$ cat src/rtl/i2c_txn_sequencer_if.sv
// i2c_txn_sequencer_if: host-side and i2c_master-side signals of the transaction sequencer.
//   Host side   : start_i, dev_addr_i, reg_addr_i, rd_nwr_i, len_i, tx_push_i, tx_data_i, rx_pop_i,
//                 rx_data_o, tx_full_o, rx_empty_o, busy_o, done_tick_o, nack_err_o
//   Master side : cmd_o, din_o, wr_i2c_o (to i2c_master), ready_i, ack_i, dout_i (from i2c_master)
//   Suffixes are relative to the sequencer; modport slave is the sequencer, master is its environment.
interface i2c_txn_sequencer_if;
    logic       start_i;
    logic [6:0] dev_addr_i;
    logic [7:0] reg_addr_i;
    logic       rd_nwr_i;
    logic [3:0] len_i;
    logic       tx_push_i;
    logic [7:0] tx_data_i;
    logic       rx_pop_i;
    logic [7:0] rx_data_o;
    logic       tx_full_o;
    logic       rx_empty_o;
    logic       busy_o;
    logic       done_tick_o;
    logic       nack_err_o;
    logic [2:0] cmd_o;
    logic [7:0] din_o;
    logic       wr_i2c_o;
    logic       ready_i;
    logic       ack_i;
    logic [7:0] dout_i;

    modport slave (
        input  start_i, dev_addr_i, reg_addr_i, rd_nwr_i, len_i, tx_push_i, tx_data_i, rx_pop_i,
        input  ready_i, ack_i, dout_i,
        output rx_data_o, tx_full_o, rx_empty_o, busy_o, done_tick_o, nack_err_o,
        output cmd_o, din_o, wr_i2c_o
    );

    modport master (
        output start_i, dev_addr_i, reg_addr_i, rd_nwr_i, len_i, tx_push_i, tx_data_i, rx_pop_i,
        output ready_i, ack_i, dout_i,
        input  rx_data_o, tx_full_o, rx_empty_o, busy_o, done_tick_o, nack_err_o,
        input  cmd_o, din_o, wr_i2c_o
    );
endinterface

$ cat src/rtl/i2c_txn_sequencer.sv
// i2c_txn_sequencer: I2C register-transaction engine driving an i2c_master command port.
//   Issues START / addr / reg / [RESTART / addr] / data / STOP, with write bytes taken from a
//   TX FIFO and read bytes stored into an RX FIFO.
//   Ports: clk, reset (async, active-high), bus (i2c_txn_sequencer_if.slave: host controls,
//          FIFO access, status, and the cmd/din/wr_i2c/ready/ack/dout link to i2c_master).
//   Parameters: DEPTH (FIFO depth, power of 2, max length), TIMEOUT_CYC (watchdog limit).
//   Optional: define I2C_SEQ_TIMEOUT_EN to enable the ready-wait watchdog.
module i2c_txn_sequencer #(
    parameter int DEPTH       = 8,
    parameter int TIMEOUT_CYC = 65535
) (
    input  logic               clk,
    input  logic               reset,
    i2c_txn_sequencer_if.slave bus
);
    localparam int AW = $clog2(DEPTH);
    localparam int CW = AW + 1;
    localparam logic [2:0] C_START = 3'd0, C_WR = 3'd1, C_RD = 3'd2, C_STOP = 3'd3, C_RESTART = 3'd4;

    typedef enum logic [3:0] {
        IDLE, S_START, S_ADDR, S_REG, S_WDATA, S_RESTART, S_ADDR_R, S_RDATA, S_STOP, S_DONE
    } state_t;
    // Per-command handshake: wait ready, strobe, blanked cycle, wait ready (complete).
    typedef enum logic [1:0] {P_ISSUE, P_STROBE, P_BLANK, P_CPLT} phase_t;

    state_t        state_q, cplt_state;
    phase_t        ph_q;
    logic [3:0]    cnt_q;
    logic [6:0]    dev_q;
    logic [7:0]    reg_q;
    logic          rd_q;
    logic          busy_q, done_q, nack_q, wr_q;
    logic [2:0]    cmd_q, issue_cmd;
    logic [7:0]    din_q, issue_din;
    logic          nack_hit, reject;

    logic [7:0]    tx_mem [DEPTH];
    logic [7:0]    rx_mem [DEPTH];
    logic [AW-1:0] tx_wp_q, tx_rp_q, rx_wp_q, rx_rp_q;
    logic [CW-1:0] tx_cnt_q, tx_cnt_d, rx_cnt_q, rx_cnt_d;
    logic          tx_push, tx_pop, rx_push, rx_pop;

`ifdef I2C_SEQ_TIMEOUT_EN
    localparam int WW = $clog2(TIMEOUT_CYC + 1);
    logic [WW-1:0] wd_q;
    logic          waiting;
    assign waiting = state_q != IDLE && state_q != S_DONE && !bus.ready_i
                     && (ph_q == P_ISSUE || ph_q == P_CPLT);
`endif

    always_comb begin
        tx_push  = bus.tx_push_i && tx_cnt_q != CW'(DEPTH);
        tx_pop   = state_q == S_WDATA && ph_q == P_ISSUE && bus.ready_i;
        rx_push  = state_q == S_RDATA && ph_q == P_CPLT && bus.ready_i && rx_cnt_q != CW'(DEPTH);
        rx_pop   = bus.rx_pop_i && rx_cnt_q != '0;
        tx_cnt_d = tx_cnt_q + CW'(tx_push) - CW'(tx_pop);
        rx_cnt_d = rx_cnt_q + CW'(rx_push) - CW'(rx_pop);
        reject   = int'(bus.len_i) > DEPTH
                || (!bus.rd_nwr_i && int'(tx_cnt_q) < int'(bus.len_i))
                || (bus.rd_nwr_i && DEPTH - int'(rx_cnt_q) < int'(bus.len_i));
        issue_cmd = state_q == S_START   ? C_START
                  : state_q == S_RESTART ? C_RESTART
                  : state_q == S_RDATA   ? C_RD
                  : state_q == S_STOP    ? C_STOP
                  : C_WR;
        // For RD, din[0] asks i2c_master to NACK the last byte; cnt_q is not yet decremented here.
        issue_din = state_q == S_ADDR   ? {dev_q, 1'b0}
                  : state_q == S_REG    ? reg_q
                  : state_q == S_WDATA  ? tx_mem[tx_rp_q]
                  : state_q == S_ADDR_R ? {dev_q, 1'b1}
                  : state_q == S_RDATA  ? {7'd0, cnt_q == 4'd1}
                  : 8'd0;
        nack_hit = bus.ack_i && (state_q == S_ADDR || state_q == S_REG
                              || state_q == S_WDATA || state_q == S_ADDR_R);
        // Data states count down at issue, so cnt_q==0 at completion means the last byte is done.
        cplt_state = nack_hit               ? S_STOP
                   : state_q == S_START     ? S_ADDR
                   : state_q == S_ADDR      ? (cnt_q == 4'd0 ? S_STOP : S_REG)
                   : state_q == S_REG       ? (rd_q ? S_RESTART : S_WDATA)
                   : state_q == S_RESTART   ? S_ADDR_R
                   : state_q == S_ADDR_R    ? S_RDATA
                   : (state_q == S_WDATA || state_q == S_RDATA) ? (cnt_q == 4'd0 ? S_STOP : state_q)
                   : S_DONE;
    end

    always_ff @(posedge clk or posedge reset) begin
        if (reset) begin
            state_q <= IDLE;
            ph_q    <= P_ISSUE;
            cnt_q   <= '0;
            dev_q   <= '0;
            reg_q   <= '0;
            rd_q    <= 1'b0;
            busy_q  <= 1'b0;
            done_q  <= 1'b0;
            nack_q  <= 1'b0;
            wr_q    <= 1'b0;
            cmd_q   <= '0;
            din_q   <= '0;
`ifdef I2C_SEQ_TIMEOUT_EN
            wd_q    <= '0;
`endif
        end else begin
            wr_q   <= 1'b0;
            done_q <= 1'b0;
            case (state_q)
                IDLE: begin
                    if (bus.start_i) begin
                        if (reject) begin
                            nack_q <= 1'b1;
                            done_q <= 1'b1;
                        end else begin
                            nack_q  <= 1'b0;
                            busy_q  <= 1'b1;
                            state_q <= S_START;
                            ph_q    <= P_ISSUE;
                            cnt_q   <= bus.len_i;
                            dev_q   <= bus.dev_addr_i;
                            reg_q   <= bus.reg_addr_i;
                            rd_q    <= bus.rd_nwr_i;
                        end
                    end
                end
                S_DONE: begin
                    busy_q  <= 1'b0;
                    state_q <= IDLE;
                end
                default: begin
                    case (ph_q)
                        P_ISSUE: begin
                            if (bus.ready_i) begin
                                wr_q  <= 1'b1;
                                cmd_q <= issue_cmd;
                                din_q <= issue_din;
                                ph_q  <= P_STROBE;
                                if (state_q == S_WDATA || state_q == S_RDATA) cnt_q <= cnt_q - 4'd1;
                            end
                        end
                        P_STROBE: ph_q <= P_BLANK;
                        P_BLANK:  ph_q <= P_CPLT;
                        default: begin
                            if (bus.ready_i) begin
                                ph_q    <= P_ISSUE;
                                state_q <= cplt_state;
                                if (nack_hit) nack_q <= 1'b1;
                                if (cplt_state == S_DONE) done_q <= 1'b1;
                            end
                        end
                    endcase
                end
            endcase
`ifdef I2C_SEQ_TIMEOUT_EN
            wd_q <= waiting ? wd_q + WW'(1) : '0;
            // Watchdog abandons the transaction without a STOP; the last assignment wins.
            if (waiting && wd_q == WW'(TIMEOUT_CYC - 1)) begin
                state_q <= IDLE;
                ph_q    <= P_ISSUE;
                busy_q  <= 1'b0;
                nack_q  <= 1'b1;
                done_q  <= 1'b1;
                wd_q    <= '0;
            end
`endif
        end
    end

    always_ff @(posedge clk or posedge reset) begin
        if (reset) begin
            tx_wp_q  <= '0;
            tx_rp_q  <= '0;
            tx_cnt_q <= '0;
            rx_wp_q  <= '0;
            rx_rp_q  <= '0;
            rx_cnt_q <= '0;
        end else begin
            tx_wp_q  <= tx_wp_q + AW'(tx_push);
            tx_rp_q  <= tx_rp_q + AW'(tx_pop);
            tx_cnt_q <= tx_cnt_d;
            rx_wp_q  <= rx_wp_q + AW'(rx_push);
            rx_rp_q  <= rx_rp_q + AW'(rx_pop);
            rx_cnt_q <= rx_cnt_d;
        end
    end

    always_ff @(posedge clk) begin
        if (tx_push) tx_mem[tx_wp_q] <= bus.tx_data_i;
        if (rx_push) rx_mem[rx_wp_q] <= bus.dout_i;
    end

    assign bus.rx_data_o   = rx_mem[rx_rp_q];
    assign bus.tx_full_o   = tx_cnt_q == CW'(DEPTH);
    assign bus.rx_empty_o  = rx_cnt_q == '0;
    assign bus.busy_o      = busy_q;
    assign bus.done_tick_o = done_q;
    assign bus.nack_err_o  = nack_q;
    assign bus.cmd_o       = cmd_q;
    assign bus.din_o       = din_q;
    assign bus.wr_i2c_o    = wr_q;
endmodule

$ cat src/flat_wrapper.sv
// flat-port wrapper written by rule: the top's interface ports become plain ports
module i2c_txn_sequencer_flat 
#(
    parameter int DEPTH       = 8,
    parameter int TIMEOUT_CYC = 65535
)
  (clk, reset, bus_start_i, bus_dev_addr_i, bus_reg_addr_i, bus_rd_nwr_i, bus_len_i, bus_tx_push_i, bus_tx_data_i, bus_rx_pop_i, bus_ready_i, bus_ack_i, bus_dout_i, bus_rx_data_o, bus_tx_full_o, bus_rx_empty_o, bus_busy_o, bus_done_tick_o, bus_nack_err_o, bus_cmd_o, bus_din_o, bus_wr_i2c_o);
  i2c_txn_sequencer_if bus_i ();
  input  logic clk;
  input  logic reset;
  input wire logic [$bits(bus_i.start_i)-1:0] bus_start_i;
  input wire logic [$bits(bus_i.dev_addr_i)-1:0] bus_dev_addr_i;
  input wire logic [$bits(bus_i.reg_addr_i)-1:0] bus_reg_addr_i;
  input wire logic [$bits(bus_i.rd_nwr_i)-1:0] bus_rd_nwr_i;
  input wire logic [$bits(bus_i.len_i)-1:0] bus_len_i;
  input wire logic [$bits(bus_i.tx_push_i)-1:0] bus_tx_push_i;
  input wire logic [$bits(bus_i.tx_data_i)-1:0] bus_tx_data_i;
  input wire logic [$bits(bus_i.rx_pop_i)-1:0] bus_rx_pop_i;
  input wire logic [$bits(bus_i.ready_i)-1:0] bus_ready_i;
  input wire logic [$bits(bus_i.ack_i)-1:0] bus_ack_i;
  input wire logic [$bits(bus_i.dout_i)-1:0] bus_dout_i;
  output wire logic [$bits(bus_i.rx_data_o)-1:0] bus_rx_data_o;
  output wire logic [$bits(bus_i.tx_full_o)-1:0] bus_tx_full_o;
  output wire logic [$bits(bus_i.rx_empty_o)-1:0] bus_rx_empty_o;
  output wire logic [$bits(bus_i.busy_o)-1:0] bus_busy_o;
  output wire logic [$bits(bus_i.done_tick_o)-1:0] bus_done_tick_o;
  output wire logic [$bits(bus_i.nack_err_o)-1:0] bus_nack_err_o;
  output wire logic [$bits(bus_i.cmd_o)-1:0] bus_cmd_o;
  output wire logic [$bits(bus_i.din_o)-1:0] bus_din_o;
  output wire logic [$bits(bus_i.wr_i2c_o)-1:0] bus_wr_i2c_o;
  assign bus_i.start_i = bus_start_i;
  assign bus_i.dev_addr_i = bus_dev_addr_i;
  assign bus_i.reg_addr_i = bus_reg_addr_i;
  assign bus_i.rd_nwr_i = bus_rd_nwr_i;
  assign bus_i.len_i = bus_len_i;
  assign bus_i.tx_push_i = bus_tx_push_i;
  assign bus_i.tx_data_i = bus_tx_data_i;
  assign bus_i.rx_pop_i = bus_rx_pop_i;
  assign bus_i.ready_i = bus_ready_i;
  assign bus_i.ack_i = bus_ack_i;
  assign bus_i.dout_i = bus_dout_i;
  assign bus_rx_data_o = bus_i.rx_data_o;
  assign bus_tx_full_o = bus_i.tx_full_o;
  assign bus_rx_empty_o = bus_i.rx_empty_o;
  assign bus_busy_o = bus_i.busy_o;
  assign bus_done_tick_o = bus_i.done_tick_o;
  assign bus_nack_err_o = bus_i.nack_err_o;
  assign bus_cmd_o = bus_i.cmd_o;
  assign bus_din_o = bus_i.din_o;
  assign bus_wr_i2c_o = bus_i.wr_i2c_o;
  i2c_txn_sequencer #(.DEPTH(DEPTH), .TIMEOUT_CYC(TIMEOUT_CYC)) u_core (.clk(clk), .reset(reset), .bus(bus_i));
endmodule
$ cat config.mk
export PLATFORM = sky130hd
export DESIGN_NAME = i2c_txn_sequencer_flat
export DESIGN_NICKNAME = d
export VERILOG_FILES = /design/src/rtl/i2c_txn_sequencer_if.sv /design/src/rtl/i2c_txn_sequencer.sv /design/src/flat_wrapper.sv
export SDC_FILE = /design/constraint.sdc
export NUM_CORES = 1
export LEC_CHECK = 0
export BUFFER_PORTS_ARGS = -buffer_cell sky130_fd_sc_hd__buf_2
export CORE_UTILIZATION = 54
export CTS_CLUSTER_SIZE = 20
export DETAILED_ROUTE_END_ITERATION = 10
export GPL_TIMING_DRIVEN = 0
export PLACE_DENSITY = 0.75
export SYNTH_ARGS = -nofsm -noshare
export SYNTH_HDL_FRONTEND = slang
export SYNTH_SLANG_ARGS = --single-unit
$ cat constraint.sdc
create_clock -name clk -period 3.4 [get_ports clk]
set_clock_uncertainty 0.15 [all_clocks]
set_input_delay 0.68 -clock clk [delete_from_list [all_inputs] [get_ports clk]]
set_output_delay 0.68 -clock clk [all_outputs]
set_load 0.02 [all_outputs]
# Word-level counts from Yosys, hierarchy flattened
# Memory sizes are Yosys's and may differ from the RTL's.
# Index checks and enable logic that the tools add are counted.
op_classes:
  addsub: 10
  magnitude_cmp: 3
  n_eq_ne: 22
  muxes: 57
  n_bitwise: 3
  n_reduce_logical: 38
op_table:
  columns: ["cell", "count"]
  rows:
  - ["2-to-1 mux 4 bit", 18]
  - ["< comparator 32 x 5 -> 1 bit", 1]
  - ["2-to-1 mux 8 bit", 4]
  - ["2-to-1 mux 1 bit", 20]
  - ["== test 4 x 3 -> 1 bit (second input constant)", 4]
  - ["== test 4 bit (second input constant)", 4]
  - ["one-hot mux 4 bit (2 select lines)", 2]
  - ["adder 3 x 1 -> 3 bit", 4]
  - ["zero test 4 bit", 3]
  - ["logical AND 1 bit", 10]
  - ["2-to-1 mux 2 bit", 5]
  - ["AND reduction 5 bit", 2]
  - ["nonzero test 2 bit", 5]
  - ["2-to-1 mux 3 bit", 3]
  - ["AND reduction 3 bit", 3]
  - ["adder 4 x 1 -> 4 bit", 2]
  - ["== test 4 x 1 -> 1 bit (second input constant)", 2]
  - ["== test 4 x 2 -> 1 bit (second input constant)", 2]
  - ["inequality test 4 bit (second input constant)", 2]
  - ["nonzero test 4 bit", 2]
  - ["subtractor 4 x 1 -> 4 bit", 2]
  - ["logical OR 1 bit", 6]
  - ["one-hot mux 1 bit (2 select lines)", 3]
  - ["one-hot mux 2 bit (3 select lines)", 1]
  - ["other kinds (19)", 23]
word_totals:
  reg_bits: 61
  mem_bits_rw: 128
  out_inout_bits: 25
  wordCells: 153
  memories: 2
memory_table:
  columns: ["name", "words", "width", "read_ports", "rd_ports_with_merged_regs", "write_ports", "line", "source"]
  rows:
  - ["u_core.rx_mem", 8, 8, 1, 0, 1, "i2c_txn_sequencer.sv:38", "logic [7:0] rx_mem [DEPTH];"]
  - ["u_core.tx_mem", 8, 8, 1, 0, 1, "i2c_txn_sequencer.sv:37", "logic [7:0] tx_mem [DEPTH];"]

# Longest topological paths before layout
# Gate-level depths: netlist of the first run.
depth:
  ltp_word: 14
  ltp_mapped: 12

# Least setup slack after synthesis of the first run
# Ideal clock, no wire load.
synth_timing:
  kind: "reg2reg"
  startpoint: "reg u_core.state_q[1]"
  endpoint: "reg u_core.tx_cnt_q[2]"
  setup_ns: 0.123
  arrival_ns: 2.569
  required_time_ns: 3.127
  slack_ns: 0.558
  path_stages_with_launch: 11
  period_less_slack_ns: 2.842
  path_cell_list: "dfrtp_1 clkbuf_1 buf_1 nor3_1 and3_1 ha_1 inv_1 ha_1 inv_1 fa_1 xnor2_1"
synth_between:
  elab_chain_cells: 4
synth_rtl:
  columns: ["element", "line", "source"]
  rows:
  - ["start, declared", "i2c_txn_sequencer.sv:26", "state_t state_q, cplt_state;"]
  - ["start signal, assigned", "i2c_txn_sequencer.sv:144", "state_q <= cplt_state;"]
  - ["== test 4 x 3 -> 1 bit", "i2c_txn_sequencer.sv:53", "tx_pop = state_q == S_WDATA && ph_q == P_ISSUE && bus.ready_i;"]
  - ["logical AND 1 bit (2 in a row)", "i2c_txn_sequencer.sv:53", null]
  - ["subtractor 4 x 1 -> 4 bit", "i2c_txn_sequencer.sv:56", "tx_cnt_d = tx_cnt_q + CW'(tx_push) - CW'(tx_pop);"]
  - ["net u_core.tx_cnt_d[2]", "i2c_txn_sequencer.sv:40", "logic [CW-1:0] tx_cnt_q, tx_cnt_d, rx_cnt_q, rx_cnt_d;"]
  - ["end signal, assigned", "i2c_txn_sequencer.sv:178", "tx_cnt_q <= tx_cnt_d;"]
  - ["end, declared", "i2c_txn_sequencer.sv:40", null]
# The timed path passes the listed nets, and every way through them passes these cells.
# A chain may end at the register's enable or synchronous reset.

# Final worst setup path of the first run
layout_timing:
  startpoint: "reg u_core.state_q[1]"
  endpoint: "mem u_core.rx_mem[2][2] (enable)"
layout_between:
  elab_chain_cells: 6
layout_rtl:
  columns: ["element", "line", "source"]
  rows:
  - ["== test 4 x 3 -> 1 bit", "i2c_txn_sequencer.sv:54", "rx_push = state_q == S_RDATA && ph_q == P_CPLT && bus.ready_i && rx_cnt_q != CW'(DEPTH);"]
  - ["logical AND 1 bit (3 in a row)", "i2c_txn_sequencer.sv:54", null]
  - ["2-to-1 mux 1 bit", "i2c_txn_sequencer.sv:187", "if (rx_push) rx_mem[rx_wp_q] <= bus.dout_i;"]
  - ["2-to-1 mux 1 bit (not written as such)", "i2c_txn_sequencer.sv:187", null]
  - ["end, declared", "i2c_txn_sequencer.sv:38", null]
# Every way passes these cells.

==> results of run 1 <==
==> sequential cells by signal, summed over array words and instances (netlist names), 4 cells and up <==
name              cells
u_core.tx_mem        64
u_core.reg_q          8
u_core.dev_q          7
u_core.rx_mem        64
u_core.cnt_q          4
u_core.state_q        4
u_core.bus.din_o      8
u_core.tx_cnt_q       4
u_core.rx_cnt_q       4
==> critical path, delay by kind of cell, from the launching register on <==
family | cells | cell delay [ps]
flops | 1 | 410
simple gates | 4 | 1990
buf+inv | 1 | 380
==> final timing paths <==
kind | start | to | depth (start not counted)
setup / recovery | u_core.state_q[1]$_DFFE_PP0P_ | u_core.rx_mem[2][2]$_DFFE_PP_ | 5
hold / removal | reset | u_core.rx_rp_q[2]$_DFF_PP0_ | 2
setup reg to reg | u_core.state_q[1]$_DFFE_PP0P_ | u_core.rx_mem[2][2]$_DFFE_PP_ | 5
hold reg to reg | u_core.rd_q$_DFFE_PP0P_ | u_core.rd_q$_DFFE_PP0P_ | 1
max in group asynchronous | reset | u_core.dev_q[5]$_DFFE_PP0P_ | 3
min in group clk | bus_reg_addr_i[4] | u_core.reg_q[4]$_DFFE_PP0P_ | 2
==> routing by layer <==
layer  vias to the layer above  global-route usage [%]  part of all wire (%)
met1                      2532                   30.16                    42
li1                       2282                       -                     -
met2                       194                   36.71                    50
met5                         -                       0                     0
met3                        32                   4.439                   5.5
met4                         0                   8.443                   2.1
==> cell type report <==
cell class	count	area, µm²
clock inverter	11	87.58
buffer	25	113.9
sequential	189	5370
multi-input combinational	306	2973
tap	211	264.0
inverter	28	105.1
fill	1124	5542
timing repair buffer	68	355.3
clock buffer	21	504.2
==> per-stage QoR <==
step                power [mW]  TNS [ps]  std cells  hold WS [ps]  setup slack, ps
global placement         6.205     -3052        827         330.7           -195.9
CTS                      8.340         0        860         175.4            3.189
global route             8.776    -631.5        859         201.6           -49.03
floorplan                5.517         0        549         314.0            558.2
detailed placement       6.369     -3875        828         340.4           -254.1
finish                   8.314         0        859         168.3            94.75
==> cell families after synthesis <==
family                     count (synthesis)  synth area share [%]
adders and majority gates                 35                 5.318
and+or+nand+nor                          108                 6.670
buffers and inverters                     54                 2.556
AOI/OAI and AO/OA                         73                 6.376
DFF                                      189                 63.05
muxes                                     77                 14.69
xor gates and xnor gates                  13                 1.337
==> report_power, final <==
group | switching [mW] | internal, mW | leakage (nW)
Combinational | 1.75 | 1.39 | 1.58
Clock | 0.870 | 1.09 | 0.297
Sequential | 0.285 | 2.93 | 1.89
Total | 2.91 | 5.41 | 3.77
==> repair_timing <==
action	in CTS	in global routing
hold endpoints to repair	0	0
resized for setup	6	6
endpoints found under the setup margin	26	50
hold buffers	0	0
==> layout by cell type (no fill, tap or decap), types with 11 or more instances in the layout <==
| cell type | Yosys | final |
|---|---|---|
| mux2_2 | 18 | 18 |
| nor2_1 | 35 | 30 |
| edfxtp_1 | 128 | 128 |
| ha_1 | 33 | 33 |
| buf_2 | 6 | 72 |
| mux2i_1 | 11 | 11 |
| dfrtp_1 | 61 | 61 |
| nand2_1 | 16 | 16 |
| a21oi_1 | 16 | 16 |
| clkbuf_1 | 16 | 14 |
| clkbuf_16 | 0 | 20 |
| inv_1 | 28 | 27 |
| mux4_2 | 32 | 32 |
==> flow_summary.toml, run 1 <==
[global_route]
grt_pass1_vias = 5115
grt_use_total_pct = 22.47
grt_max_degree = 37
antenna_found_initial = 0
overflow = 0
grt_pass1_wl_um = 26970

[yosys]
synth_seq_cells = 189
synth_commonest_cells = "edfxtp_1 (128), dfrtp_1 (61), nor2_1 (35), ha_1 (33), mux4_2 (32)"
post-synth-top-area-fraction_pct = 45.13
synth_area_leaders = "edfxtp_1 (45%), dfrtp_1 (18%), mux4_2 (8.5%)"
synth-edff-count = 128
yosysTopAreaCell = "edfxtp_1"
synth_cell_types = 63
seq_area_frac_synth_pct = 63.05
synth_flop_cell = "edfxtp_1"
async_flop_share_pct = 32.28
syn_area_per_cell_um2 = 15.51
synth_area_um2 = 8517
synth.most_common_cell = "edfxtp_1"
synthesis.nets = 627
syn_inst = 549
ys.warnings.count = 0

[run_status]
status = "finished clean"

[worst_hold_path]
min_path_type = "in -> async"

[clock_network]
cts_made_buffers = 17
cts_htree_levels = 4
post-cts-setup-buffers = 0
ctsRootBufferMaster = "clkbuf_16"
cts.sinks = 189
cts_buffer_depth = 2
cts_tree = "yes"
clkTransAtPathRegs_ps = 70
insertion_delay_ps = 430

[layout]
antennaDiodeCount = 0
final_util_pct = 63.82
drive_gt1_share_pct = 28.70
num-nets-final = 713
syn2layout_area_growth_pct = 14.75
final_area_um2 = 9773

[floorplanning]
die_w_um = 127.6
start_util_pct = 55.61
rows = 45
coreArea_um2 = 15310
design.die.area_um2 = 16280
io_pins = 68
die_h_um = 127.6

[worst_setup_path]
start_kind = "flop"
critPathMaxStageDelay_ps = 810
cp-end-kind = "flop"
worstSetupPathType = "reg -> reg"
crit_chain = "clkbuf_1, nand2_1, nor4b_1, nand2b_1, nor2_1"
worstPathRequired_ps = 3300
crit_fanout = 10
cpMaxStageDelayCell = "nor4b_1"
cp.arrival_ps = 3210
reg2reg_slack_ps = 90

[placed_design]
finalWeightedCongestion = 0.8880
place_area_um2 = 9136
portBuffers = 67
dp_hpwl_um = 11680

[detailed_routing]
ant_nets = 0
postRouteWirelength_um = 16930
drc = 0
viasPerCell = 5.867
drtIter0Drc = 453
wl_per_cell_um = 19.71
vias = 5040
first_pass_iters = 7

[sta]
tightest_slew_ps = 922.9
hold_viol_final = 0
setup_violations = 0
period_minus_slack_ps = 3305
relSlewSlack_pct = 38.25
fin_crit_sh_pct = 97.21
rsz0062_at_grt = "yes"
maxSlewViolCount = 0
fmax_mhz = 302.5

[power_and_ir_drop]
peakVddDrop_uv = 486.2
p_leak_nw = 3.772
p_per_area_nw_per_um2 = 850.7

[run]
cap_violations = 0
Note: power is estimated with default switching activity, not from simulation.
==> run 2: changes to the inputs <==
--- a/config.mk
+++ b/config.mk
@@ -5,12 +5,12 @@
 export SDC_FILE = /design/constraint.sdc
 export NUM_CORES = 1
 export LEC_CHECK = 0
-export BUFFER_PORTS_ARGS = -buffer_cell sky130_fd_sc_hd__buf_2
 export CORE_UTILIZATION = 54
 export CTS_CLUSTER_SIZE = 20
 export DETAILED_ROUTE_END_ITERATION = 10
+export DONT_BUFFER_PORTS = 1
 export GPL_TIMING_DRIVEN = 0
-export PLACE_DENSITY = 0.75
+export PLACE_DENSITY = 0.71
 export SYNTH_ARGS = -nofsm -noshare
 export SYNTH_HDL_FRONTEND = slang
 export SYNTH_SLANG_ARGS = --single-unit
==> flow_summary.toml, run 2 (synthesized netlist as in run 1, its figures left out) <==
[layout]
drive_gt1_share_pct = 20.10
mostFrequentLayoutCell = "edfxtp_1"
syn2layout_area_growth_pct = 10.61
num-nets-final = 647
final_cells = 793
ff_latch_area_um2 = 5370
reg_top3 = "u_core.rx_mem: 64 flops, u_core.tx_mem: 64 flops"
antennaDiodeCount = 0
nFillCells = 1168
final_cell_mix = "edfxtp_1 (128), dfrtp_1 (61), nor2_1 (34), ha_1 (33), mux4_2 (32)"
final_util_pct = 61.51
multi_input_area_um2 = 2963

[detailed_routing]
vias = 4761
first_pass_iters = 7
wl_per_cell_um = 20.77
viasPerCell = 6.004
postRouteWirelength_um = 16470
ant_nets = 0
drtIter0Drc = 356
drc = 0

[clock_network]
cts_htree_levels = 4
clkTransAtPathRegs_ps = 70
insertion_delay_ps = 430
cts_made_buffers = 17
cts.sinks = 189
hold_buffers = 0
ctsRootBufferMaster = "clkbuf_16"
cts_buffer_depth = 2
cts_tree = "yes"

[floorplanning]
die_w_um = 127.6
design.die.area_um2 = 16280
start_util_pct = 55.61
rows = 45
coreArea_um2 = 15310
io_pins = 68
die_h_um = 127.6

[sta]
maxSlewViolCount = 0
rsz0062_at_grt = "no"
fin_crit_sh_pct = 94.50
period_minus_slack_ps = 3213
setup_violations = 0
fmax_mhz = 311.2
relSlewSlack_pct = 37.52
tightest_slew_ps = 933.7
hold_viol_final = 0
fin_hold_ws_ps = 4.625

[power_and_ir_drop]
swShare_pct = 35.41
seqPwrFrac_pct = 41.0
power_switching_mw = 2.870
power.share.clock_pct = 24.0
p_comb_share_pct = 35.0
intPower_mw = 5.234
p_per_area_nw_per_um2 = 860.3
total_power_mw = 8.104
p_leak_nw = 3.490
peakVddDrop_uv = 560.9

[worst_setup_path]
timing.rr.start = "u_core.state_q[1]$_DFFE_PP0P_"
worstSetupPathType = "reg -> out"
r2r_cells = 10
startpoint = "u_core.rx_rp_q[0]$_DFF_PP0_"
cp-end-kind = "output pin"
start_kind = "flop"
crit_fanout = 10
cp.arrival_ps = 2380
worstPathRequired_ps = 2570

[placed_design]
dp_cells = 761
finalWeightedCongestion = 0.8709
portBuffers = 0
dp_hpwl_um = 11130

[run_status]
status = "finished clean"

[global_route]
grt_max_degree = 41
grt_use_total_pct = 21.88
overflow = 0
grt_pass1_vias = 4902
antenna_found_initial = 0
grt_pass1_wl_um = 26300

[run]
cap_violations = 0

[worst_hold_path]
min_path_type = "in -> async"
[run 2: per-layer routing]
metal	track usage, %	wire length, µm
met5	0	0
met4	7.474	282
met3	5.737	881
met2	35.62	8118
met1	28.79	7184
[run 2: path summary, 6_finish.rpt]
check                                                end  slack [ps]
max in group asynchronous    u_core.dev_q[4]$_DFFE_PP0P_        2500
min                          u_core.rx_rp_q[2]$_DFF_PP0_           5
min reg2reg                  u_core.reg_q[7]$_DFFE_PP0P_         360
max reg2reg                 u_core.tx_cnt_q[2]$_DFF_PP0_         230
max                                     bus_rx_data_o[3]         190
min in group clk           u_core.tx_mem[5][4]$_DFFE_PP_         190
[run 2: area by class of cell]
cell class                 instances  share of cell area [%]
buffer                            26                   1.222
clock inverter                    15                   1.674
timing repair buffer               1                  0.2125
multi-input combinational        306                   31.45
clock buffer                      17                   4.516
inverter                          28                   1.116
sequential                       189                   57.01
tap                              211                   2.802
[run 2: worst max-delay path, stage by stage, from the launching register on]
cell      delay [ps]
dfrtp_1          360
clkbuf_2         270
buf_2            410
mux4_2           560
mux2_2           350
[run 2: power groups by stage]
stage	Sequential, mW	Clock [mW]	Combinational (mW)
floorplan	3.26	0	2.25
global placement	3.34	0	2.72
detailed placement	3.37	0	2.81
CTS	3.32	1.96	2.85
global route	3.37	2.04	3.12
finish	3.33	1.94	2.83
[run 2: repair_timing]
action                                  CTS  global route
setup buffers                             0             0
gates resized for setup                   6             2
endpoints found under the setup margin   67             8
[run 2: through the flow]
stage	instance area [µm²]	setup slack (ps)	setup TNS, ps
after global routing	9420	26.09	0
after CTS	9409	43.01	0
final	9420	187.1	0
after detailed placement	8801	-386.6	-6251
after floorplan	8517	558.2	0
after global placement	8781	-344.5	-5415
